<file path="src/rtl/data_type_pkg.sv">
`default_nettype none
// ============================================================================
//  Module      : data_type_pkg
//  Description : Shared types for the bfloat16 op-mux/arith cluster and its
//                request scheduler: op codes, bf16 field layout, scheduler
//                state encoding and an op-code validity helper.
//  Revision    : 1.0  - initial release
// ============================================================================
package data_type_pkg;

    // Op codes understood by the arithmetic cluster. Code 0 is the idle op.
    localparam logic [3:0] OP_ADD = 4'h1;
    localparam logic [3:0] OP_SUB = 4'h2;
    localparam logic [3:0] OP_MUL = 4'h3;
    localparam logic [3:0] OP_DIV = 4'h4;

    typedef struct packed {
        logic       sign;
        logic [7:0] exp;
        logic [6:0] frac;
    } bf16_t;

    typedef enum logic [1:0] {
        IDLE = 2'd0,
        EXEC = 2'd1,
        RESP = 2'd2
    } sched_state_e;

    function automatic logic is_valid_op(input logic [3:0] op);
        return (op == OP_ADD) || (op == OP_SUB) || (op == OP_MUL) || (op == OP_DIV);
    endfunction

endpackage
`default_nettype wire

</file>
<file path="src/rtl/rr_arbiter.sv">
`default_nettype none
// ============================================================================
//  Module      : rr_arbiter
//  Description : Combinational round-robin arbiter. Scans the request vector
//                starting at ptr_i and wrapping; the first asserted request
//                wins.
//  Ports       : req_i   - request vector
//                ptr_i   - index with highest priority this cycle
//                gnt_o   - one-hot grant
//                idx_o   - binary index of the grant
//                any_o   - at least one request granted
//  Revision    : 1.0  - initial release
// ============================================================================
module rr_arbiter #(
    parameter int NUM_REQ = 2,
    parameter int IDX_W   = (NUM_REQ > 1) ? $clog2(NUM_REQ) : 1
) (
    input  logic [NUM_REQ-1:0] req_i,
    input  logic [IDX_W-1:0]   ptr_i,
    output logic [NUM_REQ-1:0] gnt_o,
    output logic [IDX_W-1:0]   idx_o,
    output logic               any_o
);

    // One extra bit so ptr + offset can exceed NUM_REQ-1 before wrapping.
    logic [IDX_W:0] w_pos;
    logic           w_found;

    always_comb begin
        gnt_o   = '0;
        idx_o   = '0;
        w_found = 1'b0;
        w_pos   = '0;
        for (int i = 0; i < NUM_REQ; i++) begin
            w_pos = {1'b0, ptr_i} + (IDX_W+1)'(i);
            if (w_pos >= (IDX_W+1)'(NUM_REQ)) begin
                w_pos = w_pos - (IDX_W+1)'(NUM_REQ);
            end
            if (!w_found && req_i[w_pos[IDX_W-1:0]]) begin
                w_found                  = 1'b1;
                idx_o                    = w_pos[IDX_W-1:0];
                gnt_o[w_pos[IDX_W-1:0]]  = 1'b1;
            end
        end
        any_o = w_found;
    end

endmodule
`default_nettype wire

</file>
<file path="src/rtl/bf16_op_sched.sv">
`default_nettype none
// ============================================================================
//  Module      : bf16_op_sched
//  Description : Round-robin scheduler sharing one bf16 add/sub/mul/div
//                cluster among NUM_REQ requesters. One op in flight; the op
//                select and operands are held for the op's fixed latency,
//                then the result is returned to the originating requester.
//  Ports       : req_valid_i/req_ready_o      - per-requester request handshake
//                req_op_i/req_a_i/req_b_i     - flattened request payloads
//                resp_valid_o/resp_ready_i    - per-requester response handshake
//                resp_data_o/ovf_o/err_o      - shared response payload
//                op_o/op1_o/op2_o             - drive to the arith cluster
//                res_i/ovf_i                  - cluster result and overflow
//  Revision    : 1.0  - initial release
// ============================================================================
module bf16_op_sched
    import data_type_pkg::*;
#(
    parameter int NUM_REQ = 2,
    parameter int ADD_LAT = 1,
    parameter int MUL_LAT = 2,
    parameter int DIV_LAT = 8
) (
    input  logic                    clk,
    input  logic                    rst_n,
    input  logic [NUM_REQ-1:0]      req_valid_i,
    output logic [NUM_REQ-1:0]      req_ready_o,
    input  logic [NUM_REQ*4-1:0]    req_op_i,
    input  logic [NUM_REQ*16-1:0]   req_a_i,
    input  logic [NUM_REQ*16-1:0]   req_b_i,
    output logic [NUM_REQ-1:0]      resp_valid_o,
    input  logic [NUM_REQ-1:0]      resp_ready_i,
    output logic [15:0]             resp_data_o,
    output logic                    resp_ovf_o,
    output logic                    resp_err_o,
    output logic [3:0]              op_o,
    output logic [15:0]             op1_o,
    output logic [15:0]             op2_o,
    input  logic [15:0]             res_i,
    input  logic                    ovf_i
);

    localparam int c_idx_w = (NUM_REQ > 1) ? $clog2(NUM_REQ) : 1;
    localparam int c_cnt_w = $clog2(DIV_LAT + 1);

    localparam logic [c_cnt_w-1:0] c_add_ld = c_cnt_w'(ADD_LAT - 1);
    localparam logic [c_cnt_w-1:0] c_mul_ld = c_cnt_w'(MUL_LAT - 1);
    localparam logic [c_cnt_w-1:0] c_div_ld = c_cnt_w'(DIV_LAT - 1);

    sched_state_e         r_state;
    logic [c_idx_w-1:0]   r_rr;
    logic [NUM_REQ-1:0]   r_gnt;
    logic [3:0]           r_op;
    bf16_t                r_op1;
    bf16_t                r_op2;
    logic [c_cnt_w-1:0]   r_cnt;
    logic [15:0]          r_data;
    logic                 r_ovf;
    logic                 r_err;

    logic [NUM_REQ-1:0]   w_gnt;
    logic [c_idx_w-1:0]   w_gnt_idx;
    logic                 w_any;
    logic                 w_fire;
    logic                 w_resp_ack;
    logic [c_idx_w-1:0]   w_rr_next;
    logic [3:0]           w_sel_op;
    bf16_t                w_sel_a;
    bf16_t                w_sel_b;
    logic [c_cnt_w-1:0]   w_lat_ld;

    rr_arbiter #(
        .NUM_REQ (NUM_REQ),
        .IDX_W   (c_idx_w)
    ) u_arb (
        .req_i   (req_valid_i),
        .ptr_i   (r_rr),
        .gnt_o   (w_gnt),
        .idx_o   (w_gnt_idx),
        .any_o   (w_any)
    );

    // Payload of the current winner, selected by the one-hot grant.
    always_comb begin
        w_sel_op = '0;
        w_sel_a  = '0;
        w_sel_b  = '0;
        for (int i = 0; i < NUM_REQ; i++) begin
            if (w_gnt[i]) begin
                w_sel_op = req_op_i[i*4 +: 4];
                w_sel_a  = req_a_i[i*16 +: 16];
                w_sel_b  = req_b_i[i*16 +: 16];
            end
        end
    end

    // Counter preload is LAT-1 so that the first EXEC cycle counts as cycle 1.
    always_comb begin
        unique case (w_sel_op)
            OP_MUL:  w_lat_ld = c_mul_ld;
            OP_DIV:  w_lat_ld = c_div_ld;
            default: w_lat_ld = c_add_ld;
        endcase
    end

    assign w_fire     = (r_state == IDLE) && w_any;
    assign w_resp_ack = |(resp_ready_i & r_gnt);
    assign w_rr_next  = (w_gnt_idx == c_idx_w'(NUM_REQ - 1)) ? '0 : w_gnt_idx + 1'b1;

    assign req_ready_o  = (r_state == IDLE) ? w_gnt : '0;
    assign resp_valid_o = (r_state == RESP) ? r_gnt : '0;
    assign resp_data_o  = r_data;
    assign resp_ovf_o   = r_ovf;
    assign resp_err_o   = r_err;
    assign op_o         = r_op;
    assign op1_o        = r_op1;
    assign op2_o        = r_op2;

    always_ff @(posedge clk or negedge rst_n) begin
        if (!rst_n) begin
            r_state <= IDLE;
            r_rr    <= '0;
            r_gnt   <= '0;
            r_op    <= '0;
            r_op1   <= '0;
            r_op2   <= '0;
            r_cnt   <= '0;
            r_data  <= '0;
            r_ovf   <= 1'b0;
            r_err   <= 1'b0;
        end else begin
            unique case (r_state)
                IDLE: begin
                    if (w_fire) begin
                        r_gnt <= w_gnt;
                        r_rr  <= w_rr_next;
                        if (is_valid_op(w_sel_op)) begin
                            r_op    <= w_sel_op;
                            r_op1   <= w_sel_a;
                            r_op2   <= w_sel_b;
                            r_cnt   <= w_lat_ld;
                            r_err   <= 1'b0;
                            r_state <= EXEC;
                        end else begin
                            // Unsupported op: skip the cluster, cluster stays at op 0.
                            r_data  <= '0;
                            r_ovf   <= 1'b0;
                            r_err   <= 1'b1;
                            r_state <= RESP;
                        end
                    end
                end
                EXEC: begin
                    if (r_cnt == '0) begin
                        r_data  <= res_i;
                        r_ovf   <= ovf_i;
                        r_op    <= '0;
                        r_op1   <= '0;
                        r_op2   <= '0;
                        r_state <= RESP;
                    end else begin
                        r_cnt <= r_cnt - 1'b1;
                    end
                end
                RESP: begin
                    if (w_resp_ack) begin
                        r_state <= IDLE;
                    end
                end
                default: r_state <= IDLE;
            endcase
        end
    end

endmodule
`default_nettype wire

</file>
<file path="config.mk">
export PLATFORM = sky130hd
export DESIGN_NAME = bf16_op_sched
export DESIGN_NICKNAME = d
export VERILOG_FILES = /design/src/rtl/data_type_pkg.sv /design/src/rtl/rr_arbiter.sv /design/src/rtl/bf16_op_sched.sv
export SDC_FILE = /design/constraint.sdc
export NUM_CORES = 1
export LEC_CHECK = 0
export CAP_MARGIN = 20
export CORE_MARGIN = 3
export CORE_UTILIZATION = 40
export DETAILED_ROUTE_END_ITERATION = 16
export HOLD_SLACK_MARGIN = 0.12
export PLACE_DENSITY_LB_ADDON = 0.15
export SLEW_MARGIN = 10
export SYNTH_ARGS = -nofsm -noshare
export SYNTH_HDL_FRONTEND = slang
export SYNTH_HIERARCHICAL = 1
export SYNTH_SLANG_ARGS = --single-unit
</file>
<file path="constraint.sdc">
create_clock -name clk -period 5.4 [get_ports clk]
set_input_delay 0.81 -clock clk [delete_from_list [all_inputs] [get_ports clk]]
set_output_delay 0.81 -clock clk [all_outputs]
set_load 0.01 [all_outputs]
</file>
==> results.toml, run 1 <==
[outcome]
status = "finished, final reports clean"

[die]
dieArea_sq_mm = 0.009558
core_sq_mm = 0.007968
boundaryPins = 153
die_w_um = 97.77
row_count = 32
initial_utilization = 0.4227
dieHeight_um = 97.77

[sta]
finalCritPeriodShare = 0.7075
setup_viol = 0
max_slew_margin = 0.3253
tns_ns = 0
fmax_mhz = 261.8
setup_slack_ns = 1.580
min_period_ns = 3.820
rsz0062_at_grt = "no"
skew_ns = 0.009132
tightest_slew_ns = 1.011
hold_viol_final = 0
slew_violations = 0

[clock_tree]
clk_pin_slew_worst_paths_ns = 0.07
cts.htree.levels = 3
postCtsSetupBuffers = 0
numCtsBuffers = 9
root_buffer = "clkbuf_8"
clkSinkCount = 63
cts_tree = "done"
clk_latency_ns = 0.33
ctsLongestPathBuffers = 2
cts_resized = 0
cts-hold-fix-buffers = 0

[synthesis]
yosys-top-cells-area = "dfrtp_1 47%, a22o_1 13%, nand2_1 9.6%, o211ai_1 7.8%, nand3_1 5.1%"
synth_top_area_cell = "dfrtp_1"
synth_edf_count = 0
synth_flop_cell = "dfrtp_1"
syn_area_sq_mm = 0.003368
syn_area_per_cell_sq_um = 9.330
synthesis.nets = 457
yosysSeqAreaShare = 0.4681
syn_inst = 361
ys_warn_count = 6
async_reset_ff_frac = 1.000
ys_ff_latch = 63
yosysTopAreaCellShare = 0.4681
synth_cell_types = 44

[critical_path]
path_max_fanout = 24
r2r_cells = 8
cp_num_buf_inv = 3
cp_cell_sequence = "clkdlybuf4s50_1 > a21boi_4 > buf_4 > o21ai_1 > xor2_2 > nor2_2 > buf_4 > o211ai_1"
worstPathArrival_ns = 4.02
r2r-start = "r_rr$_DFFE_PN0P_"
required_ns = 5.60
worstSetupPathType = "in2reg"
max_stage_delay_ns = 0.82
cpLargestDelayFamily = "buffers and inverters"
slowest_stage = "nor2_2"
startpoint_type = "primary input"
cp_common_cell = "buf_4"
cp-end-kind = "flop"
r2r_end = "op1_o[15]$_DFFE_PN0P_"
reg2reg_setup_slack_ns = 2.15

[global_route]
grt_pass1_wl_um = 16950
grt_pass1_vias = 3338
antenna_found_initial = 0
grt_max_degree = 64
grt-ovfl-total = 0
track_usage = 0.2168

[finish]
nFillCells = 653
antenna_cells = 0
drive_gt1_frac = 0.08284
fin_nets = 598
syn_to_final_growth_pct = 54.53
stdcell_area_sq_mm = 0.005205
final_cells = 609

[power_and_ir_drop]
power_density_mw_per_mm2 = 499.4
vdd_drop_max_uv = 221.6
p_total_mw = 2.600
leakage_nw = 2.115

[min_path]
hold_depth = 1
hp-start = "resp_data_o[10]$_DFFE_PN0P_"
hold_end = "resp_data_o[10]$_DFFE_PN0P_"
worst_hold_path_type = "reg2reg"

[place]
gp_congestion = 0.7635
port_buffers = 152
place_ws_ns = 1.280
hpwl_um = 7434
placedCellCount = 592
dpl_cell_area_sq_mm = 0.004966

[route]
ant_nets = 0
wirelength_um = 10490
drc = 0
num_vias = 3401
drt-vias-per-instance = 5.585
initialDrtViolationCount = 145
drt_first_pass_iters = 4
avgRoutedWirePerCell_um = 17.22

[flow_run]
maxCapViolCount = 0
==> flip-flops by register name, summed over array words and instances, names as in the netlist <==
signal       flops
resp_err_o       1
op1_o           16
resp_ovf_o       1
r_state          2
r_rr             1
op_o             4
r_cnt            4
resp_data_o     16
op2_o           16
r_gnt            2
==> synth_stat cells, types with 2 or more instances <==
cell      count
inv_1         4
and2_1        4
dfrtp_1      63
a21boi_1      3
clkbuf_1     22
nor2b_1       4
nand2b_1      2
o211ai_1     35
mux2_2        2
a21oi_1       2
a22o_1       50
a32o_1        2
nand3_1      34
nor3_1        4
o21ai_0       7
nor2_1        4
nand2_1      86
buf_2         7
==> final cells by class <==
class / count / area [sq um] / share of cell area
sequential: 63 / 1577 / 0.3029
multi-input combinational: 263 / 1670 / 0.3209
clock inverter: 6 / 93.84 / 0.01803
inverter: 4 / 15.01 / 0.002885
clock buffer: 10 / 137.6 / 0.02644
timing repair buffer: 161 / 1584 / 0.3043
tap: 102 / 127.6 / 0.02452
==> worst max path at each step <==
| stage | startpoint | endpoint | slack [ns] | depth (start not counted) |
|---|---|---|---|---|
| 5_1_grt | req_valid_i[1] | op1_o[15]$_DFFE_PN0P_ | 1.42 | 8 |
| 3_5_place_dp | req_valid_i[1] | op2_o[1]$_DFFE_PN0P_ | 1.28 | 8 |
| 4_1_cts | req_valid_i[1] | op1_o[15]$_DFFE_PN0P_ | 1.65 | 8 |
| 2_1_floorplan | req_valid_i[1] | req_ready_o[1] | 2.66 | 4 |
| 3_3_place_gp | req_valid_i[1] | op1_o[7]$_DFFE_PN0P_ | 1.39 | 8 |
| 6_report | req_valid_i[1] | op1_o[15]$_DFFE_PN0P_ | 1.58 | 8 |
==> kinds of logic after synthesis <==
logic type	share of synthesized area
adders and majority gates	0.003714
buffers and inverters	0.04495
AOI/OAI and AO/OA	0.2623
muxes	0.01300
and+or+nand+nor	0.2006
xor gates and xnor gates	0.007431
DFF	0.4681
==> metrics by stage <==
stage | utilization | hold WS (ns)
after detailed placement | 0.6233 | 0.4818
after floorplan | - | 0.4715
after global placement | 0.6233 | 0.4815
final | 0.6533 | 0.5039
after global routing | 0.6533 | 0.5293
after CTS | 0.6523 | 0.5079
==> power by group <==
part	switching [mW]	total, mW	internal [mW]
Combinational	0.660	1.31	0.646
Sequential	0.159	0.825	0.665
Clock	0.194	0.469	0.275
Total	1.01	2.60	1.59
==> placed cells by master (no fill, tap or decap), types with 2 or more instances in the layout <==
master,instances
clkdlybuf4s50_1,151
nand2_1,86
dfrtp_1,63
a22o_1,50
o211ai_1,35
nand3_1,34
clkbuf_8,10
buf_4,9
o21ai_0,7
inv_1,4
and2_1,4
nor3_1,4
nor2b_1,3
nor2_2,3
clkinv_4,3
nor2_1,2
nand2b_1,2
a21oi_1,2
a32o_1,2
mux2_2,2
bufinv_16,2
a21boi_1,2
==> per-layer routing <==
layer / share of wire / vias up / global-route usage
li1: - / 1605 / -
met1: 0.41 / 1666 / 0.2758
met2: 0.52 / 120 / 0.3706
met3: 0.055 / 10 / 0.05643
met4: 0.011 / 0 / 0.05218
met5: 0 / - / 0
Power figures use the tool's default switching activity.
==> run 2: changes to the inputs <==
==> constraint.sdc (replaced) <==
create_clock -name clk -period 4 [get_ports clk]
set_input_delay 0.6 -clock clk [delete_from_list [all_inputs] [get_ports clk]]
set_output_delay 0.6 -clock clk [all_outputs]
set_load 0.01 [all_outputs]
==> results.toml, run 2 (same netlist as run 1, synthesis figures left out) <==
[outcome]
status = "finished, final reports clean"

[critical_path]
required_ns = 3.40
cp_num_buf_inv = 3
cp_cell_sequence = "clkdlybuf4s50_1 > a21boi_4 > buf_4 > and2_1 > clkdlybuf4s50_1"
cp-end-kind = "primary output"
reg2reg_setup_slack_ns = 1.42
slowest_stage = "clkdlybuf4s50_1"
max_stage_delay_ns = 0.54
startpoint_type = "primary input"
r2r-start = "r_rr$_DFFE_PN0P_"
crit_start = "req_valid_i[1]"
path_max_fanout = 18
cpLargestDelayFamily = "buffers and inverters"
worstPathArrival_ns = 2.38
cp_common_cell = "clkdlybuf4s50_1"
worstSetupPathType = "in2out"

[sta]
hold_viol_final = 0
max_slew_margin = 0.4102
tightest_slew_ns = 0.8847
tns_ns = 0
slew_violations = 0
min_period_ns = 2.983
fmax_mhz = 335.3
rsz0062_at_grt = "no"
setup_slack_ns = 1.017
fin_hold_ws_ns = 0.3880
finalCritPeriodShare = 0.7457
setup_viol = 0
skew_ns = 0.007162

[finish]
final_cell_mix = "151 x clkdlybuf4s50_1, 86 x nand2_1, 63 x dfrtp_1"
seq_area_sq_mm = 0.001577
multi_input_area_sq_mm = 0.001670
nFillCells = 634
final_common_cell = "clkdlybuf4s50_1"
fin_nets = 602
antenna_cells = 0
syn_to_final_growth_pct = 55.57
final_cells = 613
stdcell_area_sq_mm = 0.005240
final_util = 0.6577
drive_gt1_frac = 0.08611

[clock_tree]
ctsLongestPathBuffers = 2
numCtsBuffers = 9
clk_latency_ns = 0.33
clkSinkCount = 63
cts_tree = "done"
cts-hold-fix-buffers = 0
clk_pin_slew_worst_paths_ns = 0.07
postCtsSetupBuffers = 0
root_buffer = "clkbuf_8"
cts_resized = 0
cts.htree.levels = 3

[route]
initialDrtViolationCount = 132
avgRoutedWirePerCell_um = 16.67
drt-vias-per-instance = 5.569
drt_first_pass_iters = 4
drc = 0
wirelength_um = 10220
ant_nets = 0
num_vias = 3414

[global_route]
grt_max_degree = 39
grt_pass1_wl_um = 17040
antenna_found_initial = 0
track_usage = 0.2156
grt_pass1_vias = 3520
grt-ovfl-total = 0

[power_and_ir_drop]
p_total_mw = 3.517
vdd_drop_max_uv = 321.6
power_density_mw_per_mm2 = 671.1
leakage_nw = 2.139

[place]
placedCellCount = 596
hpwl_um = 7505
port_buffers = 152
gp_congestion = 0.8817
place_ws_ns = 0.7342
dpl_cell_area_sq_mm = 0.005009

[die]
dieArea_sq_mm = 0.009558
initial_utilization = 0.4227
dieHeight_um = 97.77
boundaryPins = 153
core_sq_mm = 0.007968
row_count = 32
die_w_um = 97.77

[min_path]
worst_hold_path_type = "in2async"

[flow_run]
maxCapViolCount = 0
[run 2: layout make-up]
| class | instances | share of cell area |
|---|---|---|
| multi-input cells | 263 | 0.3188 |
| repair buffers | 165 | 0.3104 |
| clock buffers | 13 | 0.03032 |
| inverters | 4 | 0.002865 |
| flip-flops and latches | 63 | 0.3009 |
| well taps | 102 | 0.02436 |
| clock inverters | 3 | 0.01242 |
[run 2: routing by layer]
metal / vias up / routed length [um] / GRT usage / part of all wire
met1: 1652 / 4199 / 0.2714 / 0.41
met3: 19 / 621 / 0.04786 / 0.061
met2: 130 / 5206 / 0.3632 / 0.51
li1: 1613 / - / - / -
met5: - / 0 / 0 / 0
met4: 0 / 191 / 0.08200 / 0.019
[run 2: where the power goes]
| group | total, mW | switching, mW | internal, mW |
|---|---|---|---|
| logic | 1.79 | 0.891 | 0.897 |
| clock network | 0.622 | 0.238 | 0.385 |
| registers | 1.11 | 0.207 | 0.899 |
[run 2: final timing paths]
check | endpoint | depth (start not counted)
worst min-delay path | resp_data_o[1]$_DFFE_PN0P_ | 1
worst min register to register | resp_data_o[6]$_DFFE_PN0P_ | 1
worst max register to register | op1_o[8]$_DFFE_PN0P_ | 9
max in group asynchronous | op1_o[0]$_DFFE_PN0P_ | 2
worst max-delay path | req_ready_o[1] | 5
min in group clk | resp_data_o[6]$_DFFE_PN0P_ | 1
[run 2: worst register-to-register path, cell delays in order (launching register included)]
cell      delay (ns)
dfrtp_1         0.38
inv_1           0.09
a21boi_4        0.27
buf_4           0.29
o21ai_0         0.12
o21ai_1         0.27
xor2_2          0.21
nor2_2          0.44
buf_12          0.24
o211ai_1        0.14
